<file path="src/rtl/spi_memory_slave_if.sv">
// SPI-side signal bundle between the pin conditioners / pin buffer and the memory slave.
interface spi_memory_slave_if;
   logic cs_cond;
   logic mosi_cond;
   logic sclk_pos;
   logic sclk_neg;
   logic miso;
   logic miso_oe;
   logic wr_strobe;
   logic frame_abort;

   modport slave (
      input  cs_cond, mosi_cond, sclk_pos, sclk_neg,
      output miso, miso_oe, wr_strobe, frame_abort
   );

   modport master (
      output cs_cond, mosi_cond, sclk_pos, sclk_neg,
      input  miso, miso_oe, wr_strobe, frame_abort
   );
endinterface

</file>
<file path="src/rtl/spi_memory_slave.sv">
// SPI memory slave: 16-bit frames {addr, R/W, data} into a byte memory.
// Runs entirely on clk; SCLK arrives as one-cycle edge pulses.
module spi_memory_slave #(
   parameter int ADDR_W = 7,
   parameter int DATA_W = 8
) (
   input  logic                 clk,
   input  logic                 reset_n,
   spi_memory_slave_if.slave    bus
);

   localparam int MAXB  = (ADDR_W > DATA_W) ? ADDR_W : DATA_W;
   localparam int CNT_W = $clog2(MAXB + 2);
   localparam int DEPTH = 2 ** ADDR_W;
   localparam logic [CNT_W-1:0] CNT_RW   = CNT_W'(ADDR_W);
   localparam logic [CNT_W-1:0] CNT_LAST = CNT_W'(DATA_W - 1);
   localparam logic [CNT_W-1:0] CNT_ONE  = CNT_W'(1);

   typedef enum logic [2:0] {IDLE, ADDR, READ, WRITE, DONE} state_e;

   state_e              state_q, state_d;
   logic [CNT_W-1:0]    cnt_q, cnt_d;
   logic [ADDR_W-1:0]   addr_q, addr_d;
   // Only the first DATA_W-1 data bits need storing; the last one is taken
   // straight from mosi_cond in the commit cycle.
   logic [DATA_W-2:0]   rx_q, rx_d;
   logic [DATA_W-1:0]   tx_q, tx_d;
   logic                miso_q, miso_d;
   logic                oe_q, oe_d;
   logic                wr_q, wr_d;
   logic                abort_q, abort_d;
   logic                mem_we;
   logic [DATA_W-1:0]   mem_wdata;
   logic [DATA_W-1:0]   mem_q [DEPTH];

   logic cs, mosi, pos, neg;
   assign cs   = bus.cs_cond;
   assign mosi = bus.mosi_cond;
   assign pos  = bus.sclk_pos;
   // A simultaneous rising edge wins; the falling edge is dropped.
   assign neg  = bus.sclk_neg & ~bus.sclk_pos;

   assign mem_wdata = {rx_q, mosi};

   // State and registered outputs.
   always_ff @(posedge clk or negedge reset_n) begin
      if (!reset_n) begin
         state_q <= IDLE;
         cnt_q   <= '0;
         addr_q  <= '0;
         rx_q    <= '0;
         tx_q    <= '0;
         miso_q  <= 1'b0;
         oe_q    <= 1'b0;
         wr_q    <= 1'b0;
         abort_q <= 1'b0;
      end else begin
         state_q <= state_d;
         cnt_q   <= cnt_d;
         addr_q  <= addr_d;
         rx_q    <= rx_d;
         tx_q    <= tx_d;
         miso_q  <= miso_d;
         oe_q    <= oe_d;
         wr_q    <= wr_d;
         abort_q <= abort_d;
      end
   end

   // Next state and shift-register datapath; CS high outside IDLE overrides any edge.
   always_comb begin
      state_d = state_q;
      cnt_d   = cnt_q;
      addr_d  = addr_q;
      rx_d    = rx_q;
      tx_d    = tx_q;
      if (state_q == IDLE) begin
         if (!cs) begin
            state_d = ADDR;
            cnt_d   = '0;
         end
      end else if (cs) begin
         state_d = IDLE;
         cnt_d   = '0;
      end else begin
         case (state_q)
            ADDR: if (pos) begin
               if (cnt_q == CNT_RW) begin
                  // R/W bit: address is already complete, do not shift it.
                  cnt_d = '0;
                  if (mosi) begin
                     state_d = READ;
                     tx_d    = mem_q[addr_q];
                  end else begin
                     state_d = WRITE;
                  end
               end else begin
                  addr_d = {addr_q[ADDR_W-2:0], mosi};
                  cnt_d  = cnt_q + CNT_ONE;
               end
            end
            READ: if (neg) begin
               tx_d  = {tx_q[DATA_W-2:0], 1'b0};
               cnt_d = cnt_q + CNT_ONE;
               if (cnt_q == CNT_LAST) state_d = DONE;
            end
            WRITE: if (pos) begin
               rx_d  = {rx_q[DATA_W-3:0], mosi};
               cnt_d = cnt_q + CNT_ONE;
               if (cnt_q == CNT_LAST) state_d = DONE;
            end
            default: ;
         endcase
      end
   end

   // Output decode: MISO shift, tristate enable, write commit, abort pulse.
   always_comb begin
      miso_d  = miso_q;
      oe_d    = (state_d == READ) || ((state_d == DONE) && oe_q);
      wr_d    = 1'b0;
      mem_we  = 1'b0;
      abort_d = cs && (state_q inside {ADDR, READ, WRITE});
      if (!cs && state_q == READ && neg)
         miso_d = tx_q[DATA_W-1];
      if (!cs && state_q == WRITE && pos && cnt_q == CNT_LAST) begin
         mem_we = 1'b1;
         wr_d   = 1'b1;
      end
   end

   // Byte memory, cleared by reset.
   always_ff @(posedge clk or negedge reset_n) begin
      if (!reset_n) begin
         for (int i = 0; i < DEPTH; i++) mem_q[i] <= '0;
      end else if (mem_we) begin
         mem_q[addr_q] <= mem_wdata;
      end
   end

   assign bus.miso        = miso_q;
   assign bus.miso_oe     = oe_q;
   assign bus.wr_strobe   = wr_q;
   assign bus.frame_abort = abort_q;

endmodule

</file>
<file path="src/flat_wrapper.sv">
// flat-port wrapper written by rule: the top's interface ports become plain ports
module spi_memory_slave_flat 
#(
   parameter int ADDR_W = 7,
   parameter int DATA_W = 8
)
  (clk, reset_n, bus_cs_cond, bus_mosi_cond, bus_sclk_pos, bus_sclk_neg, bus_miso, bus_miso_oe, bus_wr_strobe, bus_frame_abort);
  spi_memory_slave_if bus_i ();
  input  logic clk;
  input  logic reset_n;
  input wire logic [$bits(bus_i.cs_cond)-1:0] bus_cs_cond;
  input wire logic [$bits(bus_i.mosi_cond)-1:0] bus_mosi_cond;
  input wire logic [$bits(bus_i.sclk_pos)-1:0] bus_sclk_pos;
  input wire logic [$bits(bus_i.sclk_neg)-1:0] bus_sclk_neg;
  output wire logic [$bits(bus_i.miso)-1:0] bus_miso;
  output wire logic [$bits(bus_i.miso_oe)-1:0] bus_miso_oe;
  output wire logic [$bits(bus_i.wr_strobe)-1:0] bus_wr_strobe;
  output wire logic [$bits(bus_i.frame_abort)-1:0] bus_frame_abort;
  assign bus_i.cs_cond = bus_cs_cond;
  assign bus_i.mosi_cond = bus_mosi_cond;
  assign bus_i.sclk_pos = bus_sclk_pos;
  assign bus_i.sclk_neg = bus_sclk_neg;
  assign bus_miso = bus_i.miso;
  assign bus_miso_oe = bus_i.miso_oe;
  assign bus_wr_strobe = bus_i.wr_strobe;
  assign bus_frame_abort = bus_i.frame_abort;
  spi_memory_slave #(.ADDR_W(ADDR_W), .DATA_W(DATA_W)) u_core (.clk(clk), .reset_n(reset_n), .bus(bus_i));
endmodule
</file>
<file path="config.mk">
export PLATFORM = sky130hd
export DESIGN_NAME = spi_memory_slave_flat
export DESIGN_NICKNAME = d
export VERILOG_FILES = /design/src/rtl/spi_memory_slave_if.sv /design/src/rtl/spi_memory_slave.sv /design/src/flat_wrapper.sv
export SDC_FILE = /design/constraint.sdc
export NUM_CORES = 2
export LEC_CHECK = 0
export ABC_CLOCK_PERIOD_IN_PS = 3400
export BUFFER_PORTS_ARGS = -buffer_cell sky130_fd_sc_hd__buf_2
export CELL_PAD_IN_SITES_DETAIL_PLACEMENT = 1
export CELL_PAD_IN_SITES_GLOBAL_PLACEMENT = 2
export CORE_MARGIN = 2
export CORE_UTILIZATION = 46
export CTS_CLUSTER_SIZE = 28
export DETAILED_ROUTE_END_ITERATION = 8
export PLACE_DENSITY = 0.84
export SETUP_SLACK_MARGIN = 0.05
export SLEW_MARGIN = 40
export SYNTH_ARGS = -nofsm -noshare
export SYNTH_HDL_FRONTEND = slang
export SYNTH_SLANG_ARGS = --single-unit
</file>
<file path="constraint.sdc">
create_clock -name clk -period 3.4 [get_ports clk]
set_clock_uncertainty 0.2 [all_clocks]
set_input_delay 1.02 -clock clk [delete_from_list [all_inputs] [get_ports clk]]
set_output_delay 1.02 -clock clk [all_outputs]
set_load 0.005 [all_outputs]
</file>
==> results.sh <==
export IMPL_maxCapViolCount=0
export IMPL_numPortBuffers=9
export IMPL_ir_worst_vdd_v=0.0004485
export IMPL_cp_arrival_ns=3.71
export IMPL_synth_area_um2=48720
export IMPL_antenna_found_initial=6
export IMPL_clkTransAtPathRegs_ns=0.06
export IMPL_final_max_slew_viol_count=0
export IMPL_area_growth_pct=16.31
export IMPL_synth_nets=3671
export IMPL_synth_largest_area_cell="dfrtp_1"
export IMPL_fin_ws_ns=0.05202
export IMPL_cts_tree="built"
export IMPL_synth_xor_area_frac=0
export IMPL_tightest_slew_ns=0.8940
export IMPL_synth_area_mux_share=0.2882
export IMPL_power_density_nw_per_um2=625.5
export IMPL_period_share=0.9847
export IMPL_finalCriticalPeriod_ns=3.348
export IMPL_drt_iter0_markers=3017
export IMPL_rows=119
export IMPL_synth_simple_area_share=0.05453
export IMPL_synth_area_top_cells="dfrtp_1, mux2_2, mux4_2"
export IMPL_gp_congestion=0.8983
export IMPL_hold_ws_ns=0.07073
export IMPL_cp_start_kind="flop"
export IMPL_synth_compound_area_frac=0.08722
export IMPL_cp_required_ns=3.77
export IMPL_grt_overflow=0
export IMPL_grt_pass1_vias=35680
export IMPL_root_buffer="clkbuf_16"
export IMPL_synth_top_family_by_area="multiplexers"
export IMPL_drc=0
export IMPL_grt_pass1_wl_mm=242.7
export IMPL_cts_hold_repair_buffers=0
export IMPL_clock_sinks=1057
export IMPL_layout_common_cells="dfrtp_1, mux2_2, nand2_1"
export IMPL_cts_made_buffers=111
export IMPL_die_y_um=329.4
export IMPL_clockBufferDepth=3
export IMPL_synth_cells=3664
export IMPL_coreArea_um2=105100
export IMPL_io_pins=10
export IMPL_cp_max_fo=16
export IMPL_synthDominantCellAreaShare=0.5430
export IMPL_dp_hpwl_mm=105.5
export IMPL_leakage_nw=27.17
export IMPL_synthAdderAreaFrac=0.0002568
export IMPL_htreeDepth=3
export IMPL_critical_path_class="reg2reg"
export IMPL_clock_latency_ns=0.71
export IMPL_ant_nets=0
export IMPL_ys_seq_area_frac=0.5430
export IMPL_grt_usage=0.2991
export IMPL_relSlewSlack=0.4034
export IMPL_viasPerCell=6.297
export IMPL_totalWireLength_mm=161.5
export IMPL_async_reset_ff_frac=1.000
export IMPL_final_common_cell="dfrtp_1"
export IMPL_die_area_um2=108500
export IMPL_dr_pass1_iters=6
export IMPL_max_freq_ghz=0.2987
export IMPL_endpoint_kind="flop"
export IMPL_ys_seq_elements=1057
export IMPL_synth_avg_cell_area_um2=13.30
export IMPL_yosysWarnings=0
export IMPL_via_count=33460
export IMPL_layout_nets=3835
export IMPL_min_path_type="in2async"
export IMPL_hold_viol=0
export IMPL_synth_edf_count=0
export IMPL_finalSetupViolations=0
export IMPL_ys_types=76
export IMPL_die_w_um=329.4
export IMPL_dp_slack_ns=-0.07698
export IMPL_fillCellCount=10330
export IMPL_status="finished clean"
export IMPL_drive_gt1_frac=0.4374
export IMPL_grt_max_degree=108
export IMPL_initial_core_util=0.4634
export IMPL_synthFlopType="dfrtp_1"
export IMPL_routedWlPerCell_um=30.38
export IMPL_rsz0062_at_grt="no"
worst max-delay path, stage by stage (launching register included):
cell and delay, ns:
dfrtp_4 0.61, buf_12 0.26, mux2_1 0.36, a221o_1 0.33, a222oi_1 0.65, o22ai_1 0.25
o31ai_2 0.39, a31oi_1 0.14
routing by layer:
metal	up-vias	wire length (um)	track usage
li1	13880	-	-
met1	18050	69610	0.4184
met2	1198	74930	0.4676
met3	330	10220	0.05113
met4	4	6673	0.1142
met5	-	28	0
what timing repair did:
item | CTS | global route
pin swaps | 0 | 2
cloned | 0 | 0
buffers inserted | 3 | 3
endpoints found under the setup margin | 4 | 7
gates resized for setup | 3 | 10
flip-flops by register name (all words and copies together) (netlist names):
signal and flops:
u_core.mem_q 1024, u_core.bus.miso_oe 1, u_core.bus.wr_strobe 1, u_core.state_q 3
u_core.addr_q 7, u_core.cnt_q 4, u_core.rx_q 7, u_core.bus.miso 1
u_core.bus.frame_abort 1, u_core.tx_q 8
area by class of cell:
| type | instances | area [um^2] | area share |
|---|---|---|---|
| flip-flops and latches | 1057 | 26490 | 0.4675 |
| diodes | 2 | 5.005 | 0.00008833 |
| clock buffers | 168 | 3358 | 0.05927 |
| clock inverters | 38 | 535.5 | 0.009451 |
| inverters | 10 | 42.54 | 0.0007508 |
| well taps | 1391 | 1740 | 0.03072 |
| repair buffers | 330 | 3415 | 0.06026 |
| multi-input cells | 2318 | 21080 | 0.3720 |
final timing paths:
check / to / slack [ns] / start / cells past startpoint
setup / recovery: u_core.tx_q[1]$_DFFE_PN0P_ / 0.05 / u_core.addr_q[0]$_DFFE_PN0P_ / 7
hold / removal: u_core.mem_q[807]$_DFFE_PN0P_ / 0.07 / reset_n / 1
setup reg to reg: u_core.tx_q[1]$_DFFE_PN0P_ / 0.05 / u_core.addr_q[0]$_DFFE_PN0P_ / 7
hold reg to reg: u_core.mem_q[888]$_DFFE_PN0P_ / 0.28 / u_core.mem_q[888]$_DFFE_PN0P_ / 2
max in group asynchronous: u_core.mem_q[174]$_DFFE_PN0P_ / 1.88 / reset_n / 2
min in group clk: u_core.mem_q[888]$_DFFE_PN0P_ / 0.28 / u_core.mem_q[888]$_DFFE_PN0P_ / 2
logic make-up (layout without fill, tap and decap cells):
logic type      count (synthesis)  after routing
fa+ha+maj                       1              1
buf+inv                       289            546
other cells                     0              2
simple gates                  541            541
flops                        1057           1057
compound gates                610            610
mux                          1166           1166
stage by stage:
step	cells	setup TNS, ns	total power [mW]	instance area (um^2)	util
final	5314	0	35.44	56660	0.5390
after floorplan	3664	0	17.28	48720	-
after CTS	5307	0	35.31	56540	0.5378
after global routing	5312	0	36.32	56660	0.5390
after global placement	5098	-0.3926	22.18	52610	0.5005
after detailed placement	5098	-3.893	22.28	52620	0.5005
power breakdown:
part | leakage, nW | switching (mW) | internal, mW
logic | 10.5 | 6.47 | 3.11
clock network | 1.92 | 5.22 | 7.77
registers | 14.7 | 0.246 | 12.6
Yosys cell counts (7+ instances only):
library cell and n:
nand2_2 8, nand2_8 10, a31oi_1 12, nand2_1 274, a2111oi_0 13, mux2_2 957, and2_1 10, nor2_1 98
mux2_4 71, o2bb2ai_1 7, buf_4 19, o21ai_0 156, nor4_1 8, a221o_1 25, a221oi_1 139, a211oi_1 8
clkbuf_1 172, o221ai_1 13, nor3_1 15, a21oi_1 101, o211ai_1 14, nand3_1 9, dfrtp_1 1057, mux4_2 65
buf_2 77, o22ai_1 8, a22o_1 15, nand2b_1 10, a22oi_1 60, nor2_2 41, mux2i_1 71, nor2b_1 12
Power figures use the tool's default switching activity.
